$ cat src/rtl/estacao_reserva.sv
`default_nettype none
// ============================================================================
//  Module      : estacao_reserva
//  Description : Reservation station for one functional unit of the
//                Tomasulo core. Accepts issued instructions with operand
//                values or producer tags, snoops the CDB to capture pending
//                operands, and dispatches the oldest ready entry to the
//                functional unit through a pulse + one-cycle WAIT handshake.
//  Optional    : RS_CDB_BYPASS_EN - when defined, an issuing operand whose
//                producer is broadcasting on the CDB in the same cycle
//                captures the broadcast value directly. When undefined,
//                issue is refused while the CDB is active.
//  Ports       : i_clock/i_reset        clock, async active-high reset
//                i_issue_*              issue request, instruction, Vj/Vk, Qj/Qk
//                o_issue_ready/o_issue_tag  free-entry flag, tag of next issue
//                i_cdb_*                common data bus broadcast
//                i_fu_disponivel        functional unit available
//                o_fu_*                 registered dispatch pulse and payload
//                o_busy_count           occupied entries
//  Revision    : 1.0 - initial release
// ============================================================================
module estacao_reserva #(
    parameter int NUM_ENTRIES = 3,
    parameter int TAG_BASE    = 1
) (
    input  logic        i_clock,
    input  logic        i_reset,
    input  logic        i_issue_valid,
    output logic        o_issue_ready,
    input  logic [15:0] i_issue_inst,
    input  logic [15:0] i_issue_vj,
    input  logic [15:0] i_issue_vk,
    input  logic [2:0]  i_issue_qj,
    input  logic [2:0]  i_issue_qk,
    output logic [2:0]  o_issue_tag,
    input  logic        i_cdb_valid,
    input  logic [2:0]  i_cdb_tag,
    input  logic [15:0] i_cdb_data,
    input  logic        i_fu_disponivel,
    output logic        o_fu_instruct_in,
    output logic [15:0] o_fu_instruction,
    output logic [2:0]  o_fu_code_in,
    output logic [15:0] o_fu_reg2,
    output logic [15:0] o_fu_reg1,
    output logic [2:0]  o_busy_count
);

    localparam logic [2:0] c_TAG_BASE = 3'(TAG_BASE);
    localparam logic [2:0] c_AGE_MAX  = 3'(NUM_ENTRIES - 1);

    localparam logic [0:0] c_S_IDLE = 1'b0;
    localparam logic [0:0] c_S_WAIT = 1'b1;

    // Entry storage
    logic        r_busy [NUM_ENTRIES];
    logic [15:0] r_inst [NUM_ENTRIES];
    logic [15:0] r_vj   [NUM_ENTRIES];
    logic [15:0] r_vk   [NUM_ENTRIES];
    logic [2:0]  r_qj   [NUM_ENTRIES];
    logic [2:0]  r_qk   [NUM_ENTRIES];
    logic [2:0]  r_age  [NUM_ENTRIES];

    logic [0:0]  r_state;
    logic [0:0]  w_state_next;

    logic        w_free_found;
    logic [2:0]  w_free_idx;
    logic        w_issue_fire;
    logic        w_cdb_hit;
    logic        w_byp_j;
    logic        w_byp_k;

    logic        w_sel_found;
    logic [2:0]  w_sel_idx;
    logic [2:0]  w_sel_age;
    logic [15:0] w_sel_inst;
    logic [15:0] w_sel_vj;
    logic [15:0] w_sel_vk;
    logic        w_dispatch;
    logic [2:0]  w_count;

    // ------------------------------------------------------------------
    // Issue side: lowest free entry, from registered busy bits only
    // ------------------------------------------------------------------
    always_comb begin
        w_free_found = 1'b0;
        w_free_idx   = 3'd0;
        for (int i = NUM_ENTRIES - 1; i >= 0; i--) begin
            if (!r_busy[i]) begin
                w_free_found = 1'b1;
                w_free_idx   = 3'(i);
            end
        end
    end

    assign w_cdb_hit = i_cdb_valid && (i_cdb_tag != 3'd0);

`ifdef RS_CDB_BYPASS_EN
    assign o_issue_ready = w_free_found;
    assign w_byp_j       = w_cdb_hit && (i_issue_qj == i_cdb_tag);
    assign w_byp_k       = w_cdb_hit && (i_issue_qk == i_cdb_tag);
`else
    // Without the bypass an issuing operand could miss a broadcast that
    // is on the bus right now, so issue is held off while the CDB is busy.
    assign o_issue_ready = w_free_found && !i_cdb_valid;
    assign w_byp_j       = 1'b0;
    assign w_byp_k       = 1'b0;
`endif

    assign o_issue_tag  = c_TAG_BASE + w_free_idx;
    assign w_issue_fire = i_issue_valid && o_issue_ready;

    // ------------------------------------------------------------------
    // Ready selection: oldest ready entry; equal (saturated) ages resolve
    // to the lowest index.
    // ------------------------------------------------------------------
    always_comb begin
        w_sel_found = 1'b0;
        w_sel_idx   = 3'd0;
        w_sel_age   = 3'd0;
        w_sel_inst  = 16'd0;
        w_sel_vj    = 16'd0;
        w_sel_vk    = 16'd0;
        for (int i = 0; i < NUM_ENTRIES; i++) begin
            if (r_busy[i] && (r_qj[i] == 3'd0) && (r_qk[i] == 3'd0) &&
                (!w_sel_found || (r_age[i] > w_sel_age))) begin
                w_sel_found = 1'b1;
                w_sel_idx   = 3'(i);
                w_sel_age   = r_age[i];
                w_sel_inst  = r_inst[i];
                w_sel_vj    = r_vj[i];
                w_sel_vk    = r_vk[i];
            end
        end
    end

    // ------------------------------------------------------------------
    // Dispatch FSM: state register / next-state / outputs
    // ------------------------------------------------------------------
    always_ff @(posedge i_clock or posedge i_reset) begin
        if (i_reset) begin
            r_state <= c_S_IDLE;
        end else begin
            r_state <= w_state_next;
        end
    end

    always_comb begin
        w_state_next = r_state;
        case (r_state)
            c_S_IDLE: if (i_fu_disponivel && w_sel_found) w_state_next = c_S_WAIT;
            c_S_WAIT: w_state_next = c_S_IDLE;
            default:  w_state_next = c_S_IDLE;
        endcase
    end

    // The WAIT cycle never dispatches, independent of i_fu_disponivel,
    // because the unit may re-assert availability on the accepting edge.
    always_comb begin
        w_dispatch = 1'b0;
        case (r_state)
            c_S_IDLE: w_dispatch = i_fu_disponivel && w_sel_found;
            default:  w_dispatch = 1'b0;
        endcase
    end

    always_ff @(posedge i_clock or posedge i_reset) begin
        if (i_reset) begin
            o_fu_instruct_in <= 1'b0;
            o_fu_instruction <= 16'd0;
            o_fu_code_in     <= 3'd0;
            o_fu_reg2        <= 16'd0;
            o_fu_reg1        <= 16'd0;
        end else begin
            o_fu_instruct_in <= w_dispatch;
            if (w_dispatch) begin
                o_fu_instruction <= w_sel_inst;
                o_fu_code_in     <= c_TAG_BASE + w_sel_idx;
                o_fu_reg2        <= w_sel_vj;
                o_fu_reg1        <= w_sel_vk;
            end
        end
    end

    // ------------------------------------------------------------------
    // Entry update: snoop, aging, dispatch free, issue write
    // ------------------------------------------------------------------
    always_ff @(posedge i_clock or posedge i_reset) begin
        if (i_reset) begin
            for (int i = 0; i < NUM_ENTRIES; i++) begin
                r_busy[i] <= 1'b0;
                r_inst[i] <= 16'd0;
                r_vj[i]   <= 16'd0;
                r_vk[i]   <= 16'd0;
                r_qj[i]   <= 3'd0;
                r_qk[i]   <= 3'd0;
                r_age[i]  <= 3'd0;
            end
        end else begin
            for (int i = 0; i < NUM_ENTRIES; i++) begin
                if (r_busy[i]) begin
                    if (w_cdb_hit && (r_qj[i] == i_cdb_tag)) begin
                        r_vj[i] <= i_cdb_data;
                        r_qj[i] <= 3'd0;
                    end
                    if (w_cdb_hit && (r_qk[i] == i_cdb_tag)) begin
                        r_vk[i] <= i_cdb_data;
                        r_qk[i] <= 3'd0;
                    end
                    if (w_issue_fire && (r_age[i] != c_AGE_MAX)) begin
                        r_age[i] <= r_age[i] + 3'd1;
                    end
                end
                if (w_dispatch && (w_sel_idx == 3'(i))) begin
                    r_busy[i] <= 1'b0;
                end
                // The target entry is free in registered state, so this
                // never collides with the snoop or dispatch updates above.
                if (w_issue_fire && (w_free_idx == 3'(i))) begin
                    r_busy[i] <= 1'b1;
                    r_inst[i] <= i_issue_inst;
                    r_vj[i]   <= w_byp_j ? i_cdb_data : i_issue_vj;
                    r_vk[i]   <= w_byp_k ? i_cdb_data : i_issue_vk;
                    r_qj[i]   <= w_byp_j ? 3'd0 : i_issue_qj;
                    r_qk[i]   <= w_byp_k ? 3'd0 : i_issue_qk;
                    r_age[i]  <= 3'd0;
                end
            end
        end
    end

    // ------------------------------------------------------------------
    // Occupancy
    // ------------------------------------------------------------------
    always_comb begin
        w_count = 3'd0;
        for (int i = 0; i < NUM_ENTRIES; i++) begin
            if (r_busy[i]) w_count = w_count + 3'd1;
        end
    end

    assign o_busy_count = w_count;

endmodule
`default_nettype wire

$ cat config.mk
export PLATFORM = sky130hd
export DESIGN_NAME = estacao_reserva
export DESIGN_NICKNAME = d
export VERILOG_FILES = /design/src/rtl/estacao_reserva.sv
export SDC_FILE = /design/constraint.sdc
export NUM_CORES = 1
export LEC_CHECK = 0
export CORE_UTILIZATION = 36
export DETAILED_ROUTE_END_ITERATION = 10
export PLACE_DENSITY_LB_ADDON = 0.05
export SYNTH_ARGS = -nofsm -noshare
export SYNTH_HDL_FRONTEND = slang
export SYNTH_SLANG_ARGS = --single-unit
$ cat constraint.sdc
create_clock -name i_clock -period 7.2 [get_ports i_clock]
set_input_delay 0.72 -clock i_clock [delete_from_list [all_inputs] [get_ports i_clock]]
set_output_delay 0.72 -clock i_clock [all_outputs]
set_load 0.02 [all_outputs]
; ---- Word-level counts from Yosys, hierarchy flattened
; Index checks and enable logic that the tools add are counted.
; Widths: inputs -> output; s select.
[classes]
order_cmp = 2
bitwise_logic = 1
n_addsub = 7
n_eq_ne = 13
n_reduce_logical = 65
n_mux = 79
[ops]
columns = operator, count
row1 = $mux 16, 27
row2 = $mux 3, 31
row3 = $reduce_bool 2->1, 15
row4 = $logic_and 1x1->1, 27
row5 = $logic_not 3->1, 8
row6 = $eq 3x3->1, 6
row7 = $reduce_and 2->1, 9
row8 = $mux 1, 16
row9 = $add 3x1->3 const B, 5
row10 = $ne 3x2->1 const B, 3
row11 = $mux 2, 4
row12 = $add 1x3->3 const A, 2
row13 = $eq 3x1->1 const B, 2
row14 = $gt 3x3->1, 2
row15 = $eq 3x2->1 const B, 1
row16 = $logic_not 1->1, 3
row17 = $reduce_bool 3->1, 1
row18 = $eq 2x2->1 const B, 1
row19 = $logic_or 1x1->1, 2
row20 = $pmux 1 s2, 1
row21 = $not 1->1, 1
[totals]
wordCells = 194
regBits = 227

; ---- Depth between registers and ports, before layout
; Gate-level depths: netlist of run 1.
[logic_depth]
ltp_word = 17
ltp_mapped = 19
ltp_nobuf = 15

; ---- Worst setup path before layout of run 1
; OpenSTA, ideal clock, no wires.
[synth_path]
kind = register to register
startpoint = register r_qk[7] (netlist name)
endpoint = register o_fu_reg1[7]
path_buffers = 4
slack_ns = 3.350
period_less_slack_ns = 3.850
arrival_time_ns = 3.768
path_stages_with_launch = 19
setup_ns = 0.082
path_cell_list = dfrtp_1 nor4_2 and2_1 nand2_1 ha_1 nor2_1 a31oi_1 a21o_1 buf_6 clkbuf_1 a21oi_1 a31oi_1 ha_1 o21ai_0 a2bb2oi_1 buf_2 buf_4 o2111ai_1 a31oi_1
[synth_between]
elab_chain_cells = 13
[synth_rtl]
columns = item, line_no
row1 = from (decl), 60  ; logic [2:0] r_qk [NUM_ENTRIES];
row2 = "from (signal, indexed assignment)", 225  ; r_qk[i] <= w_byp_k ? 3'd0 : i_issue_qk;
row3 = $logic_not 3->1 (*), 125  ; if (r_busy[i] && (r_qj[i] == 3'd0) && (r_qk[i] == 3'd0) &&
row4 = $logic_and 1x1->1 (*), 125
row5 = $mux 3 or $mux 1 (tied branches), 125
row6 = $gt 3x3->1 or $logic_not 1->1 (tied branches), 126  ; (!w_sel_found || (r_age[i] > w_sel_age))) begin
row7 = $logic_or 1x1->1, 126
row8 = $logic_and 1x1->1, 125
row9 = $mux 3 or $mux 1 (tied branches), 125
row10 = $gt 3x3->1 or $logic_not 1->1 (tied branches), 126
row11 = $logic_or 1x1->1, 126
row12 = $logic_and 1x1->1, 125
row13 = $mux 1, 125
row14 = $logic_and 1x1->1, 162  ; c_S_IDLE: w_dispatch = i_fu_disponivel && w_sel_found;
row15 = $mux 1, 161  ; case (r_state)
row16 = to (signal assigned), 180  ; o_fu_reg1 <= w_sel_vk;
row17 = to (decl), 44  ; output logic [15:0] o_fu_reg1,
; Mark *: on every way between the ends. The rest lies on a longest branch, timed or not.
; A chain may end at the register's enable or synchronous reset.

; ---- Worst setup path after layout of run 1
[layout_path]
startpoint = register r_busy[2] (netlist name)
endpoint = register r_busy[1] (netlist name)
[layout_between]
elab_chain_cells = 15
[layout_rtl]
columns = item, line_no
row1 = from (decl), 55  ; logic r_busy [NUM_ENTRIES];
row2 = "from (signal, indexed assignment)", 191  ; r_busy[i] <= 1'b0;
row3 = "from (signal, indexed assignment)", 215  ; r_busy[i] <= 1'b0;
row4 = "from (signal, indexed assignment)", 220  ; r_busy[i] <= 1'b1;
row5 = $logic_and 1x1->1 (2 in a row), 125
row6 = $mux 3 or $mux 1 (tied branches), 125
row7 = $gt 3x3->1 or $logic_not 1->1 (tied branches), 126
row8 = $logic_or 1x1->1, 126
row9 = $logic_and 1x1->1, 125
row10 = $mux 3 or $mux 1 (tied branches), 125
row11 = $gt 3x3->1 or $logic_not 1->1 (tied branches), 126
row12 = $logic_or 1x1->1, 126
row13 = $logic_and 1x1->1, 125
row14 = $mux 1, 125
row15 = $logic_and 1x1->1, 162
row16 = $mux 1, 161
row17 = $logic_and 1x1->1, 214  ; if (w_dispatch && (w_sel_idx == 3'(i))) begin
row18 = $reduce_bool 2->1 (no line), --
; Several ways; a longest one is shown, not always the timed one.

==> impl_metrics.py, run 1 <==
metrics = {
    "run_status": {
        "status": "finished clean",
    },
    "sta": {
        "maxSlewViolCount": 0,
        "max_freq_mhz": 185,
        "fin_tns_setup_ns": 0,
        "hold_viol": 0,
        "holdWs_ns": 0.489,
        "fin_crit_sh_pct": 75.2,
        "rsz0062_at_grt": "false",
        "worst-slew-pin-transition_ns": 1.22,
        "clock-skew-final_ns": 0.0192,
        "setup_violations": 0,
        "relSlewSlack_pct": 18.4,
        "fin_crit_ns": 5.41,
    },
    "yosys": {
        "postSynthAreaPerCell_um2": 10.7,
        "syn_nets": 1144,
        "syn_area_um2": 11200,
        "synth-seq-cells": 226,
        "synth_edf_count": 0,
        "synth.distinct_cells": 52,
        "synthArstFlopShare_pct": 100,
        "syn_inst": 1050,
        "synth_ff_type": "dfrtp_1",
        "synth_warnings": 0,
        "synth_seq_area_share_pct": 50.5,
    },
    "die": {
        "initial_core_util_pct": 36.6,
        "rows": 64,
        "dieArea_um2": 31800,
        "die_h_um": 178,
        "die_x_um": 178,
        "io_pins": 137,
        "core_um2": 30600,
    },
    "detailed_routing": {
        "vias_per_cell": 5.51,
        "wire_per_inst_um": 21.8,
        "firstDrtPassIters": 5,
        "wirelength_um": 33900,
        "ant_nets": 0,
        "vias": 8581,
        "route.detailed.drc": 0,
        "drt_iter0_markers": 443,
    },
    "finish": {
        "diodes": 0,
        "drive_above_1_share_pct": 12.9,
        "final_cell_mix": "226 x dfrtp_1, 136 x clkdlybuf4s50_1, 115 x nand2_1",
        "nFillCells": 2906,
        "final_net_count": 1235,
        "final_common_cell": "dfrtp_1",
        "areaGrowthSynthToFinish_pct": 21.9,
    },
    "power_and_ir_drop": {
        "p_leak_nw": 5.31,
        "irDropWorstVdd_mv": 0.276,
        "powerDensity_nw_per_um2": 446,
    },
    "clocking": {
        "clk_pin_slew_ns": 0.06,
        "insertion_delay_ns": 0.53,
        "ctsHoldBuffers": 0,
        "clockRootBuffer": "clkbuf_16",
        "cts_num_sinks": 226,
        "postCtsSetupBuffers": 0,
        "ctsHtreeMaxLevel": 1,
        "tritoncts": "yes",
        "cts_buffer_depth": 3,
        "cts_resized": 0,
        "cts_buffers": 26,
    },
    "placed_design": {
        "portBuffers": 136,
        "gp_congestion": 0.782,
        "dp_hpwl_um": 19600,
    },
    "min_path": {
        "hp-start": "o_fu_code_in[2]",
        "hold-path-endpoint": "o_fu_code_in[2]",
        "holdPathStages": 1,
        "hp-class": "flip-flop to flip-flop",
    },
    "grt": {
        "grt_overflow": 0,
        "grt_max_degree": 133,
        "antenna_found_initial": 0,
        "grt_pass1_vias": 8604,
        "grtUsageTotal_pct": 21.6,
        "grt_pass1_wl_um": 52500,
    },
    "worst_setup_path": {
        "crit_path_start_kind": "flip-flop",
        "worstReg2RegEnd": "r_busy[1]",
        "r2r_cells": 14,
        "cp_max_fo": 35,
        "r2r_slack_ns": 1.79,
        "required_ns": 7.61,
        "r2r-start": "r_busy[2]",
        "cp-end-kind": "flip-flop",
        "worstSetupPathType": "flip-flop to flip-flop",
        "crit_arrival_ns": 5.82,
    },
    "run": {
        "drv_cap": 0,
    },
}
==> critical path, stage by stage (launching register included) <==
cell and delay, ns:
dfrtp_1 0.55, nor3b_2 0.29, and2_1 0.28, nand2_1 0.11, ha_1 0.31, nor2_1 0.05
a31oi_1 0.27, a21o_2 0.73, a21oi_1 0.15, a31oi_1 0.18, ha_1 0.26, o21ai_0 0.72
o31a_1 0.97, nand3_1 0.21, a21o_1 0.22
==> registers in the layout, indices dropped and copies added (netlist names) <==
name	cells
r_vk	48
r_age	9
o_fu_instruction	16
r_qj	9
o_fu_instruct_in	1
o_fu_reg2	16
r_inst	48
r_busy	3
r_vj	48
o_fu_code_in	3
o_fu_reg1	16
r_qk	9
==> per-layer routing <==
layer / global-route usage (%) / wire length [µm] / part of all wire, %
met5: 0 / 0 / 0
met4: 4.45 / 514 / 1.5
met3: 3.15 / 1470 / 4.3
met2: 35.5 / 15800 / 46
met1: 30.2 / 16200 / 48
==> how the worst max path moves through the flow <==
stage | start | endpoint | slack [ns] | cells after the start
after floorplan | i_reset | o_fu_code_in[0] | 0.29 | 1
after global placement | r_busy[2] | r_busy[1] | 1.90 | 14
after detailed placement | r_busy[2] | r_busy[1] | 1.83 | 14
after CTS | r_busy[2] | r_busy[1] | 1.85 | 14
after global routing | r_busy[2] | o_fu_reg2[6] | 1.40 | 14
final | r_busy[2] | r_busy[1] | 1.79 | 14
==> cell type report <==
cell class                 instances  area, µm²  share of cell area, %
multi-input combinational        696       4980                   36.5
clock inverter                    10       80.1                  0.587
timing repair buffer             155       1520                   11.1
clock buffer                      37        763                   5.60
inverter                          36        143                   1.05
tap                              396        495                   3.63
sequential                       226       5660                   41.5
==> logic make-up after synthesis <==
family,Yosys count,share of synthesized area [%]
AOI/OAI and AO/OA,275,17.3
and+or+nand+nor,241,9.76
DFF,226,50.5
muxes,141,13.1
buffers and inverters,128,5.70
xor gates and xnor gates,23,1.80
adders and majority gates,16,1.79
==> stage by stage <==
step / util [%] / worst slack [ns] / cells / area (µm²) / power (mW)
CTS: 44.6 / 1.85 / 1556 / 13600 / 6.13
global placement: 41.8 / 1.90 / 1509 / 12800 / 4.78
floorplan: - / 0.289 / 1050 / 11200 / 3.86
detailed placement: 41.8 / 1.83 / 1509 / 12800 / 4.80
finish: 44.6 / 1.79 / 1556 / 13600 / 6.09
global route: 44.6 / 1.40 / 1556 / 13600 / 6.49
==> power breakdown <==
part           switching, mW  total, mW  internal, mW
clock                  0.536       1.31         0.770
combinational           1.44       2.49          1.05
sequential             0.410       2.29          1.88
total                   2.39       6.09          3.70
==> synthesized netlist by cell type (all sizes together), types with 3 or more instances <==
cell type,n,area [µm²]
clkbuf,34,128
ha,16,200
nand4,20,125
o22ai,29,181
o211ai,20,245
mux2,44,495
inv,36,135
a21oi,3,15.0
xor2,20,175
and2,3,18.8
nand2,116,438
nand3b,3,22.5
a22o,18,158
nor4,9,68.8
o21ai,107,536
o2111ai,30,263
a31oi,33,219
buf,58,375
dfrtp,226,5660
a21o,3,22.5
nor2,48,180
nor3b,3,32.5
a32oi,20,175
xnor2,3,26.3
mux2i,97,971
nand3,31,155
Note: power is estimated with default switching activity, not from simulation.
==> run 2: changes to the inputs <==
==> constraint.sdc (replaced) <==
create_clock -name i_clock -period 5.57 [get_ports i_clock]
set_input_delay 0.557 -clock i_clock [delete_from_list [all_inputs] [get_ports i_clock]]
set_output_delay 0.557 -clock i_clock [all_outputs]
set_load 0.02 [all_outputs]
==> run 2 against run 1 <==
  * Die area is the same
  * Highest routed layer unchanged
  * Sequential power grew 29%
  * Total power grew 30%
  * Global-route usage grew 0.75 points
  * Register-to-register slack lost 0.64 ns
  * Clock skew shrank 0.0058 ns
  * Count of clock-buffer cells in the layout grew 4
==> impl_metrics.py, run 2 (synthesis gave the netlist of run 1 again) <==
metrics = {
    "run_status": {
        "status": "finished clean",
    },
    "die": {
        "dieArea_um2": 31800,
        "io_pins": 137,
        "core_um2": 30600,
        "rows": 64,
        "initial_core_util_pct": 36.6,
        "die_h_um": 178,
        "die_x_um": 178,
    },
    "sta": {
        "hold_viol": 0,
        "holdWs_ns": 0.495,
        "fin_tns_setup_ns": 0,
        "max_freq_mhz": 226,
        "setup_ws_ns": 1.15,
        "rsz0062_at_grt": "false",
        "relSlewSlack_pct": 23.9,
        "maxSlewViolCount": 0,
        "clock-skew-final_ns": 0.0134,
        "setup_violations": 0,
        "fin_crit_ns": 4.42,
        "fin_crit_sh_pct": 79.4,
        "worst-slew-pin-transition_ns": 1.14,
    },
    "min_path": {
        "hp-class": "flip-flop to flip-flop",
        "hp-start": "o_fu_code_in[2]",
    },
    "placed_design": {
        "dpl.cell_count": 1515,
        "dp_hpwl_um": 20200,
        "portBuffers": 136,
        "gp_congestion": 0.762,
        "place_ws_ns": 1.21,
        "dpl_cell_area_um2": 12800,
    },
    "worst_setup_path": {
        "crit_path_cell_trace": "nor3b_2 > and2_1 > nand2_1 > ha_1 > nor2_1 > a31oi_1 > a21o_2 > a21oi_1 > a31oi_1 > ha_1 > o21ai_0 > a2bb2oi_2 > buf_4 > o2111ai_1 > a31oi_1",
        "cp_max_fo": 29,
        "cpMaxStageDelayCell": "o21ai_0",
        "required_ns": 6.02,
        "r2r-start": "r_busy[2]",
        "cp_slowest_stage_delay_ns": 0.72,
        "crit_arrival_ns": 4.87,
        "cp-end-kind": "flip-flop",
        "crit_start": "r_busy[2]",
        "crit_path_start_kind": "flip-flop",
        "cpLargestDelayFamily": "compound AO/OA/AOI/OAI gates",
        "cpMostUsedCell": "a31oi_1",
        "cp.buffers_inverters": 1,
        "worstSetupPathType": "flip-flop to flip-flop",
    },
    "grt": {
        "grt_pass1_vias": 8758,
        "grt_use_met1_pct": 31.6,
        "top_usage_layer": "met2",
        "antenna_found_initial": 0,
        "grt_use_met3_pct": 2.49,
        "grt_pass1_wl_um": 54000,
        "grt_overflow": 0,
        "grt_max_degree": 93,
        "grt_util_met2_pct": 36.8,
        "grtUsageTotal_pct": 22.4,
    },
    "finish": {
        "areaGrowthSynthToFinish_pct": 22.2,
        "diodes": 0,
        "nFillCells": 2950,
        "final_net_count": 1241,
        "reg.largest.list": "r_inst (48), r_vj (48), r_vk (48)",
        "drive_above_1_share_pct": 13.1,
        "design_area_um2": 13700,
        "final_cell_count_no_fill": 1557,
        "final_common_cell": "dfrtp_1",
        "utilization_pct": 44.7,
        "final_cell_mix": "226 x dfrtp_1, 136 x clkdlybuf4s50_1, 115 x nand2_1",
    },
    "detailed_routing": {
        "drt_iter0_markers": 501,
        "wirelength_um": 34700,
        "route.detailed.drc": 0,
        "vias": 8685,
        "wire_per_inst_um": 22.3,
        "firstDrtPassIters": 4,
        "vias_per_cell": 5.58,
        "ant_nets": 0,
    },
    "clocking": {
        "ctsHoldBuffers": 0,
        "cts_num_sinks": 226,
        "cts_buffers": 26,
        "ctsHtreeMaxLevel": 1,
        "cts_buffer_depth": 3,
        "clockRootBuffer": "clkbuf_16",
        "clk_pin_slew_ns": 0.06,
        "cts_resized": 0,
        "insertion_delay_ns": 0.54,
        "postCtsSetupBuffers": 0,
        "tritoncts": "yes",
    },
    "power_and_ir_drop": {
        "power_mw": 7.90,
        "p_int_mw": 4.80,
        "p_sw_mw": 3.10,
        "p_leak_nw": 5.33,
        "p_sw_share_pct": 39.2,
        "clkPwrFrac_pct": 21.3,
        "pwr-share-comb_pct": 41.3,
        "pwr-share-seq_pct": 37.5,
        "powerDensity_nw_per_um2": 578,
        "irDropWorstVdd_mv": 0.258,
    },
    "run": {
        "drv_cap": 0,
    },
}
==> run 2: changes by cell type in the layout (fill, tap and decap cells not counted), sizes merged <==
cell	before	now
buf	19	25
clkinv	7	1
clkbuf	37	41
bufinv	1	0
clkinvlp	2	1
inv	36	35
==> run 2: routing by layer <==
metal / up-vias / wire length [µm]
met4: 0 / 591
li1: 4022 / -
met1: 4423 / 16100
met2: 207 / 16600
met5: - / 0
met3: 33 / 1340
==> run 2: worst reg2reg max path: stages, from the launching register on <==
cell       delay (ns)
dfrtp_1          0.54
nor3b_2          0.29
and2_1           0.27
nand2_1          0.11
ha_1             0.31
nor2_1           0.06
a31oi_1          0.28
a21o_2           0.28
a21oi_1          0.09
a31oi_1          0.17
ha_1             0.26
o21ai_0          0.72
a2bb2oi_2        0.17
buf_4            0.39
o2111ai_1        0.21
a31oi_1          0.21
==> run 2: final timing paths <==
| kind | to | slack [ns] | depth (start not counted) |
|---|---|---|---|
| min in group asynchronous | o_fu_instruction[3] | 0.51 | 3 |
| worst min-delay path | o_fu_code_in[2] | 0.49 | 1 |
| worst min register to register | o_fu_code_in[2] | 0.49 | 1 |
| max in group asynchronous | r_vk[26] | 4.15 | 3 |
| worst max register to register | o_fu_instruction[11] | 1.15 | 15 |
| worst max-delay path | o_fu_instruction[11] | 1.15 | 15 |
==> run 2: layout make-up <==
type | count | area [µm²] | area share [%]
clock buffer | 41 | 828 | 6.06
clock inverter | 1 | 5.00 | 0.0366
inverter | 36 | 139 | 1.02
multi-input combinational | 696 | 4980 | 36.4
sequential | 226 | 5660 | 41.4
tap | 396 | 495 | 3.62
timing repair buffer | 161 | 1570 | 11.5
==> run 2: power groups by stage <==
| stage | Clock (mW) | Sequential (mW) | Combinational [mW] |
|---|---|---|---|
| 2_1_floorplan | 0 | 3.03 | 1.96 |
| 3_3_place_gp | 0 | 2.98 | 3.23 |
| 3_5_place_dp | 0 | 2.97 | 3.28 |
| 4_1_cts | 1.72 | 2.96 | 3.29 |
| 5_1_grt | 1.79 | 3.05 | 3.57 |
| 6_report | 1.68 | 2.96 | 3.26 |
==> run 3: changes to the inputs <==
==> constraint.sdc (replaced) <==
create_clock -name i_clock -period 4.62 [get_ports i_clock]
set_input_delay 0.462 -clock i_clock [delete_from_list [all_inputs] [get_ports i_clock]]
set_output_delay 0.462 -clock i_clock [all_outputs]
set_load 0.02 [all_outputs]
==> run 3 against run 2 <==
  * Hold slack improved by 0.0019 ns
  * Highest routed layer unchanged
  * Total power increased by 23%
  * Maximum frequency is 3.9% higher
  * Critical path type unchanged
  * Largest power group unchanged
  * Sequential share of layout area decreased by 0.35 points
  * Clock power rose by 32%
==> impl_metrics.py, run 3 (synthesis gave the netlist of run 1 again) <==
metrics = {
    "worst_setup_path": {
        "r2r-start": "r_qk[7]",
        "crit_path_start_kind": "flip-flop",
        "cp_max_fo": 22,
        "worstSetupPathType": "flip-flop to flip-flop",
        "crit_start": "r_qk[7]",
        "crit_end": "r_busy[2]",
        "crit_path_cell_trace": "nor4_2 > and2_1 > nand2_1 > ha_1 > nor2_1 > a31oi_1 > a21o_2 > a21oi_1 > a31oi_1 > ha_1 > o21ai_0 > o31ai_4 > a211o_4 > a21o_1",
        "required_ns": 5.05,
        "crit_arrival_ns": 4.68,
        "r2r_slack_ns": 0.37,
        "cp_slowest_stage_delay_ns": 0.67,
        "cp-end-kind": "flip-flop",
        "worstReg2RegEnd": "r_busy[2]",
        "cpMaxStageDelayCell": "o21ai_0",
        "r2r_cells": 14,
    },
    "sta": {
        "holdWs_ns": 0.497,
        "max_freq_mhz": 235,
        "setup_violations": 0,
        "hold_viol": 0,
        "relSlewSlack_pct": 26.2,
        "clock-skew-final_ns": 0.0228,
        "fin_tns_setup_ns": 0,
        "fin_crit_sh_pct": 92.0,
        "worst-slew-pin-transition_ns": 1.11,
        "rsz0062_at_grt": "false",
        "fin_crit_ns": 4.25,
        "maxSlewViolCount": 0,
    },
    "clocking": {
        "postCtsSetupBuffers": 0,
        "ctsHtreeMaxLevel": 1,
        "clockRootBuffer": "clkbuf_16",
        "cts_num_sinks": 226,
        "cts_buffer_depth": 3,
        "cts_buffers": 27,
        "insertion_delay_ns": 0.55,
        "cts_resized": 0,
        "tritoncts": "yes",
        "ctsHoldBuffers": 0,
        "clk_pin_slew_ns": 0.06,
    },
    "die": {
        "initial_core_util_pct": 36.6,
        "die_h_um": 178,
        "io_pins": 137,
        "dieArea_um2": 31800,
        "core_um2": 30600,
        "die_x_um": 178,
        "rows": 64,
    },
    "detailed_routing": {
        "route.detailed.drc": 0,
        "drt_iter0_markers": 529,
        "firstDrtPassIters": 7,
        "vias": 8669,
        "wirelength_um": 34700,
        "wire_per_inst_um": 22.1,
        "ant_nets": 0,
        "vias_per_cell": 5.54,
    },
    "placed_design": {
        "dpl.cell_count": 1518,
        "dpl_cell_area_um2": 12900,
        "dp_hpwl_um": 20000,
        "portBuffers": 136,
        "gp_congestion": 0.765,
    },
    "run_status": {
        "status": "finished clean",
    },
    "finish": {
        "final_common_cell": "dfrtp_1",
        "design_area_um2": 13800,
        "final_cell_mix": "226 x dfrtp_1, 136 x clkdlybuf4s50_1, 115 x nand2_1",
        "nFillCells": 2926,
        "diodes": 0,
        "final_cell_count_no_fill": 1565,
        "reg.largest.list": "r_inst (48), r_vj (48), r_vk (48)",
        "drive_above_1_share_pct": 13.9,
        "areaGrowthSynthToFinish_pct": 23.3,
        "final_net_count": 1245,
    },
    "grt": {
        "antenna_found_initial": 0,
        "grt_max_degree": 160,
        "grt_pass1_wl_um": 53500,
        "grtUsageTotal_pct": 22.2,
        "grt_pass1_vias": 8798,
        "grt_overflow": 0,
    },
    "run": {
        "drv_cap": 0,
    },
    "power_and_ir_drop": {
        "powerDensity_nw_per_um2": 705,
        "p_leak_nw": 5.40,
        "irDropWorstVdd_mv": 0.370,
    },
    "min_path": {
        "hp-class": "flip-flop to flip-flop",
    },
}
## run 3: changes by cell type in the layout (fill, tap and decap cells not counted)
cell / previous run / this run
inv_6: 0 / 1
clkinv_2: 1 / 6
buf_4: 23 / 25
bufinv_16: 0 / 3
buf_12: 2 / 3
clkbuf_1: 4 / 2
clkinvlp_4: 1 / 2
clkbuf_8: 10 / 7
## run 3: worst min-delay path by stage
stage / startpoint / cells past startpoint / slack, ns / end
floorplan: r_inst[42] / 1 / 0.48 / r_inst[42]
global placement: o_fu_code_in[0] / 1 / 0.48 / o_fu_code_in[0]
detailed placement: o_fu_instruction[15] / 2 / 0.49 / o_fu_instruction[15]
CTS: i_issue_vk[6] / 3 / 0.50 / r_vk[38]
global route: r_inst[30] / 1 / 0.52 / r_inst[30]
finish: o_fu_code_in[2] / 1 / 0.50 / o_fu_code_in[2]
## run 3: report_power, final
group	internal, mW	total, mW	leakage (nW)	switching (mW)
registers	2.93	3.55	2.79	0.616
clock network	1.34	2.21	0.456	0.868
logic	1.68	3.97	2.15	2.29
## run 3: per-layer routing
layer / global-route usage [%] / share of wire [%] / vias to the layer above / wire length, µm
li1: - / - / 4022 / -
met1: 31.1 / 46 / 4381 / 16000
met3: 3.47 / 5.1 / 40 / 1770
met2: 35.8 / 47 / 226 / 16100
met5: 0 / 0 / - / 0
met4: 5.65 / 2.3 / 0 / 796
## run 3: area by class of cell
cell class / instances / area (µm²) / share of cell area [%]
Inverter: 36 / 139 / 1.01
Timing Repair Buffer: 164 / 1610 / 11.7
Clock inverter: 11 / 136 / 0.989
Clock buffer: 36 / 779 / 5.65
Tap cell: 396 / 495 / 3.59
Sequential cell: 226 / 5660 / 41.0
Multi-Input combinational cell: 696 / 4980 / 36.1
## run 3: stage by stage
step	utilization, %	total power [mW]	setup WS (ns)
after floorplan	-	6.02	0.770
after global placement	42.1	7.52	0.479
after detailed placement	42.1	7.57	0.366
after CTS	45.1	9.82	0.341
after global routing	45.1	10.4	0.0478
final	45.1	9.73	0.367
## run 3: worst max-delay path, delay by kind of cell, from the launching register on
family	cells	cell delay [ns]
AND/OR/NAND/NOR	4	0.80
AO/OA/AOI/OAI	8	2.36
flip-flops	1	0.41
adder cells (fa/ha/maj)	2	0.56
==> variant 1: new RTL, flow settings as in run 3 <==
The option `RS_CDB_BYPASS_EN` is turned on by a define.
--- a/src/rtl/estacao_reserva.sv
+++ b/src/rtl/estacao_reserva.sv
@@ -20,4 +20,6 @@
 //  Revision    : 1.0 - initial release
 // ============================================================================
+`define RS_CDB_BYPASS_EN
+
 module estacao_reserva #(
     parameter int NUM_ENTRIES = 3,
Check against the original RTL: not equivalent (a bounded check fails within 4 cycles, from zero or initial values and one cycle with i_reset high).
==> variant 1 against run 3 <==
Cell area shrank 7.0%; worst setup slack gained 0.095 ns; die area shrank 8.8%; routed wire length shrank 3.9%; sequential cell count is the same; combinational power shrank 1%; first-iteration DRC count grew 27%; final cell count grew 3.6%; critical path depth grew 2; global-route usage grew 1.5 points; synthesized area shrank 8.9%; utilization grew 0.96 points; power shrank 1.5%; critical endpoint is now o_fu_reg1[11].
==> variant 1: results (changes against run 3) <==
Detailed routing
  • Routed WL per cell: 20.6 um (-7.2%)
  • DRT iter0 DRCs: 674 (+27%)
  • Met2 wire length: 15.3 mm (-4.9%)
  • Max Used Layer: met4
  • WL met1: 15.4 mm (-3.8%)
  • Met3 WL: 1.91 mm (+7.9%)
  • DRT Wirelength: 33.3 mm (-3.9%)
  • Pre-antenna DRT Iters: 5 (-2)
  • Via count: 8639 (-0.35%)

Worst setup path
  • RR Endpoint: o_fu_reg1[11]
  • Critical path arrival: 4.61 ns (-0.07 ns)
  • CP peak stage delay: 0.53 ns (-0.14 ns)
  • Reg2Reg Setup Slack: 0.46 ns (+0.09 ns)
  • R2R depth: 16 (+2)
  • CP Max Fanout: 29 (+32%)
  • Critical path's slowest cell: dfrtp_1
  • RR Startpoint: r_busy[2]

STA
  • Clk_skew: 0.0147 ns (-0.00814 ns)
  • Slew @ Worst Pin: 0.858 ns (-0.248 ns)
  • Hold slack final: 0.382 ns (-0.115 ns)

Pwr
  • Pleak: 5.67 nW (+5.0%)
  • Maximum vdd drop: 304 uV (-18%)

Cells and area
  • # nets final: 1319 (+5.9%)
  • ClkCell Share: 6.63% (-0.0086 points)
  • Clock buf count: 41 (+14%)
  • Multi-input gate count: 793 (+14%)
  • Filler cells: 2670 (-8.7%)
  • Data buffer area share: 12.3% (+0.68 points)
  • Ratio of cells with drive above 1 in the final layout: 6.92% (-6.9 points)
  • Logic inverters: 14 (-61%)
  • Finished Core Util: 46.1% (+0.96 points)
  • Sequential cell area share: 44.1% (+3.1 points)
  • Seq_cells: 226 (unchanged)
  • Multi-input combinational area share: 32.8% (-3.3 points)

Placed design
  • Pre-CTS setup slack: 0.547 ns (+0.181 ns)
  • DP Area: 12000 um^2 (-7.0%)
  • GPL Wtd Cong: 0.771 (+0.88%)
  • Hpwl dp: 21.2 mm (+5.9%)
  • Cells after DPL: 1575 (+3.8%)
  • I/O Buffers: 136 (unchanged)

Clock network
  • Clock Tree Buf Depth: 3 (unchanged)
  • Skew-Pair Late Insertion Delay: 0.54 ns
  • CTS buffer count: 26 (-3.7%)
  • H-Tree Depth: 1 (unchanged)

GRT
  • Largest net degree at the start of global routing: 112 (-30%)
  • Via count of the first global-routing pass: 8823 (+0.28%)
  • Met2 Resource Use GR: 38.8% (+3.0 points)
  • Met3 Resource Use GR: 3.23% (-0.24 points)
  • Total Routing Usage GR: 23.7% (+1.5 points)
  • First-pass GRT wire length: 52.3 mm (-2.2%)
  • Global Route met1 Usage: 33.2% (+2.1 points)

Hold path
  • Worst hold path class: input pin to asynchronous set/reset pin

Yosys
  • Area contributors post-synth: dfrtp_1 (55%), nor2_1 (9.1%), nand2_1 (6.4%)
  • Post-Syn Area per Cell: 9.33 um^2 (-12%)
  • Post-synth net total: 1187 (+3.8%)
  • Cell variety after synth: 47 (-9.6%)
  • Most instantiated cells after synthesis: nor2_1 (246), dfrtp_1 (226), nand2_1 (175), o22ai_1 (96), o21ai_0 (52)
  • Register area share after synthesis: 55.5% (+4.9 points)

Status
  • Status: finished, final reports clean

Die
  • Taps Inserted: 378 (-4.5%)
[variant 1: logic make-up (layout without fill, tap and decap cells)]
family	Yosys count	after routing	synth area share, %
xor gates and xnor gates	30	30	2.58
DFF	226	226	55.5
AOI/OAI and AO/OA	266	266	17.1
adders and majority gates	16	16	1.96
and+or+nand+nor	475	475	18.9
muxes	6	6	0.663
buffers and inverters	74	224	3.36
[variant 1: worst max-delay path by stage]
stage,to,start,slack (ns)
2_1_floorplan,o_fu_instruction[15],r_qj[7],0.80
4_1_cts,o_fu_reg1[11],r_qj[7],0.52
6_report,o_fu_reg1[11],r_busy[2],0.46
3_5_place_dp,o_fu_reg1[11],r_qj[7],0.55
3_3_place_gp,o_fu_reg1[14],r_qj[7],0.58
5_1_grt,o_fu_reg1[11],r_busy[2],0.1
[variant 1: report_power, final]
group / total, W / switching [W] / internal, W
combinational: 0.00392 / 0.00229 / 0.00163
clock: 0.00206 / 0.000832 / 0.00123
sequential: 0.00359 / 0.000639 / 0.00295
total: 0.00958 / 0.00376 / 0.00582
==> variant 2: new RTL, settings of run 3 <==
Without the edit above. Reset style: synchronous (`i_reset`), changed in 3 clocked blocks. Comments in the files are not updated.
--- a/src/rtl/estacao_reserva.sv
+++ b/src/rtl/estacao_reserva.sv
@@ -138,5 +138,5 @@
     // Dispatch FSM: state register / next-state / outputs
     // ------------------------------------------------------------------
-    always_ff @(posedge i_clock or posedge i_reset) begin
+    always_ff @(posedge i_clock) begin
         if (i_reset) begin
             r_state <= c_S_IDLE;
@@ -165,5 +165,5 @@
     end
 
-    always_ff @(posedge i_clock or posedge i_reset) begin
+    always_ff @(posedge i_clock) begin
         if (i_reset) begin
             o_fu_instruct_in <= 1'b0;
@@ -186,5 +186,5 @@
     // Entry update: snoop, aging, dispatch free, issue write
     // ------------------------------------------------------------------
-    always_ff @(posedge i_clock or posedge i_reset) begin
+    always_ff @(posedge i_clock) begin
         if (i_reset) begin
             for (int i = 0; i < NUM_ENTRIES; i++) begin
Check against the original RTL: differs if i_reset is asserted again (counterexample within 4 cycles, from zero or initial values and one cycle with i_reset high); with i_reset held inactive, the same outputs for 4 cycles.
==> variant 2 against run 3 <==
Cell area down 4.9%; global-route usage up 0.94 points; worst setup slack better by 0.080 ns; critical endpoint is now o_fu_reg1[12]; synthesized area down 6.5%; sequential cell count unchanged; count of clock-buffer cells in the layout up 1; routed wire length down 0.65%; worst hold slack worse by 0.017 ns; critical path depth unchanged; die area down 6.4%.
Power is not compared: it rests on default switching activity, and its combinational part moved more than twofold at a synthesized area within 25%.
==> variant 2: results (changes against run 3) <==
Status
  • Status: finished, final reports clean

Cells and area
  • Ratio of cells with drive above 1 in the final layout: 9.20% (-4.7 points)
  • Filler cells: 2662 (-9.0%)
  • # nets final: 1195 (-4.0%)

Clock network
  • Skew-Pair Late Insertion Delay: 0.52 ns (-0.03 ns)

Yosys
  • Adder-cell share of the synthesized area: 1.91% (+0.12 points)
  • Mux contribution to synthesized area: 0.203% (-13 points)
  • Area contributors post-synth: edfxtp_1 (49%), dfxtp_1 (11%), nand2_1 (5.6%)
  • Most instantiated cells after synthesis: edfxtp_1 (170), nand2_1 (156), o21ai_0 (84), a21oi_1 (73), dfxtp_1 (56)
  • Register area share after synthesis: 59.5% (+9.0 points)
  • XOR/XNOR share of the synthesized area: 1.76% (-0.042 points)
  • Post-synth EDFFs: 170 (+170)

GRT
  • Via count of the first global-routing pass: 8264 (-6.1%)
  • First-pass GRT wire length: 50.1 mm (-6.3%)
  • Met3 Resource Use GR: 3.25% (-0.22 points)
  • Total Routing Usage GR: 23.2% (+0.94 points)
  • Largest net degree at the start of global routing: 60 (-63%)
  • Initial antenna violation count: 1 (+1)

Detailed routing
  • Max Used Layer: met5
  • DRT iter0 DRCs: 564 (+6.6%)
  • Met3 WL: 1.82 mm (+3.1%)
  • Met2 wire length: 17.1 mm (+5.9%)
  • Pre-antenna DRT Iters: 5 (-2)

STA
  • Slew @ Worst Pin: 0.772 ns (-0.335 ns)
  • Clk_skew: 0.00938 ns (-0.0135 ns)

Worst setup path
  • CP peak stage delay: 0.42 ns (-0.25 ns)
  • Critical path arrival: 4.62 ns (-0.06 ns)
  • RR Startpoint: r_qk[0][2]
  • CP Max Fanout: 47 (+110%)
  • Critical path's slowest cell: edfxtp_1

Placed design
  • GPL Wtd Cong: 0.807 (+5.5%)
  • DP Area: 12200 um^2 (-5.0%)
  • Pre-CTS setup slack: 0.213 ns (-0.153 ns)

Hold path
  • Hold wc startpoint: o_fu_code_in[2]
-- variant 2: cell count changes after synthesis, moves of 31 or more --
cell             run 3  this run
edfxtp_1             0       170
a21oi_1              3        73
nor2_1              48        17
nand4_1             20        52
nand2_1            115       156
and2_1               2        36
dfrtp_1            226         0
mux2i_1             97         1
mux2_2              44         1
dfxtp_1              0        56
-- variant 2: power by group through the flow --
stage / sequential [W] / combinational (W) / clock (W)
detailed placement: 0.00239 / 0.000405 / 0
finish: 0.00234 / 0.000405 / 0.00208
global route: 0.00235 / 0.000440 / 0.00218
CTS: 0.00234 / 0.000406 / 0.00211
floorplan: 0.00239 / 0.000188 / 0
global placement: 0.00239 / 0.000404 / 0
-- variant 2: cell type report --
class / instances / area, um^2 / area share (%)
Sequential cell: 226 / 6230 / 47.5
Multi-Input combinational cell: 665 / 3850 / 29.3
Timing Repair Buffer: 167 / 1660 / 12.6
Clock buffer: 37 / 723 / 5.51
Tap cell: 384 / 480 / 3.66
Clock inverter: 11 / 134 / 1.02
Inverter: 14 / 52.6 / 0.401
-- variant 2: final timing paths --
kind	depth (start not counted)	slack [ns]	to
setup / recovery	14	0.45	o_fu_reg1[12]
hold / removal	1	0.48	o_fu_code_in[2]
setup reg to reg	14	0.45	o_fu_reg1[12]
hold reg to reg	1	0.48	o_fu_code_in[2]
-- variant 2: repair_timing --
item                       CTS  global route
setup endpoints to repair    0            48
hold buffers                 0             0
resized for setup            0             3
-- variant 2: cells by family (layout without fill, tap and decap cells) --
kind of cell | count (synthesis) | in the layout
AOI/OAI and AO/OA | 275 | 275
xor gates and xnor gates | 21 | 21
adders and majority gates | 16 | 16
buffers and inverters | 101 | 229
DFF | 226 | 226
muxes | 2 | 2
and+or+nand+nor | 350 | 351
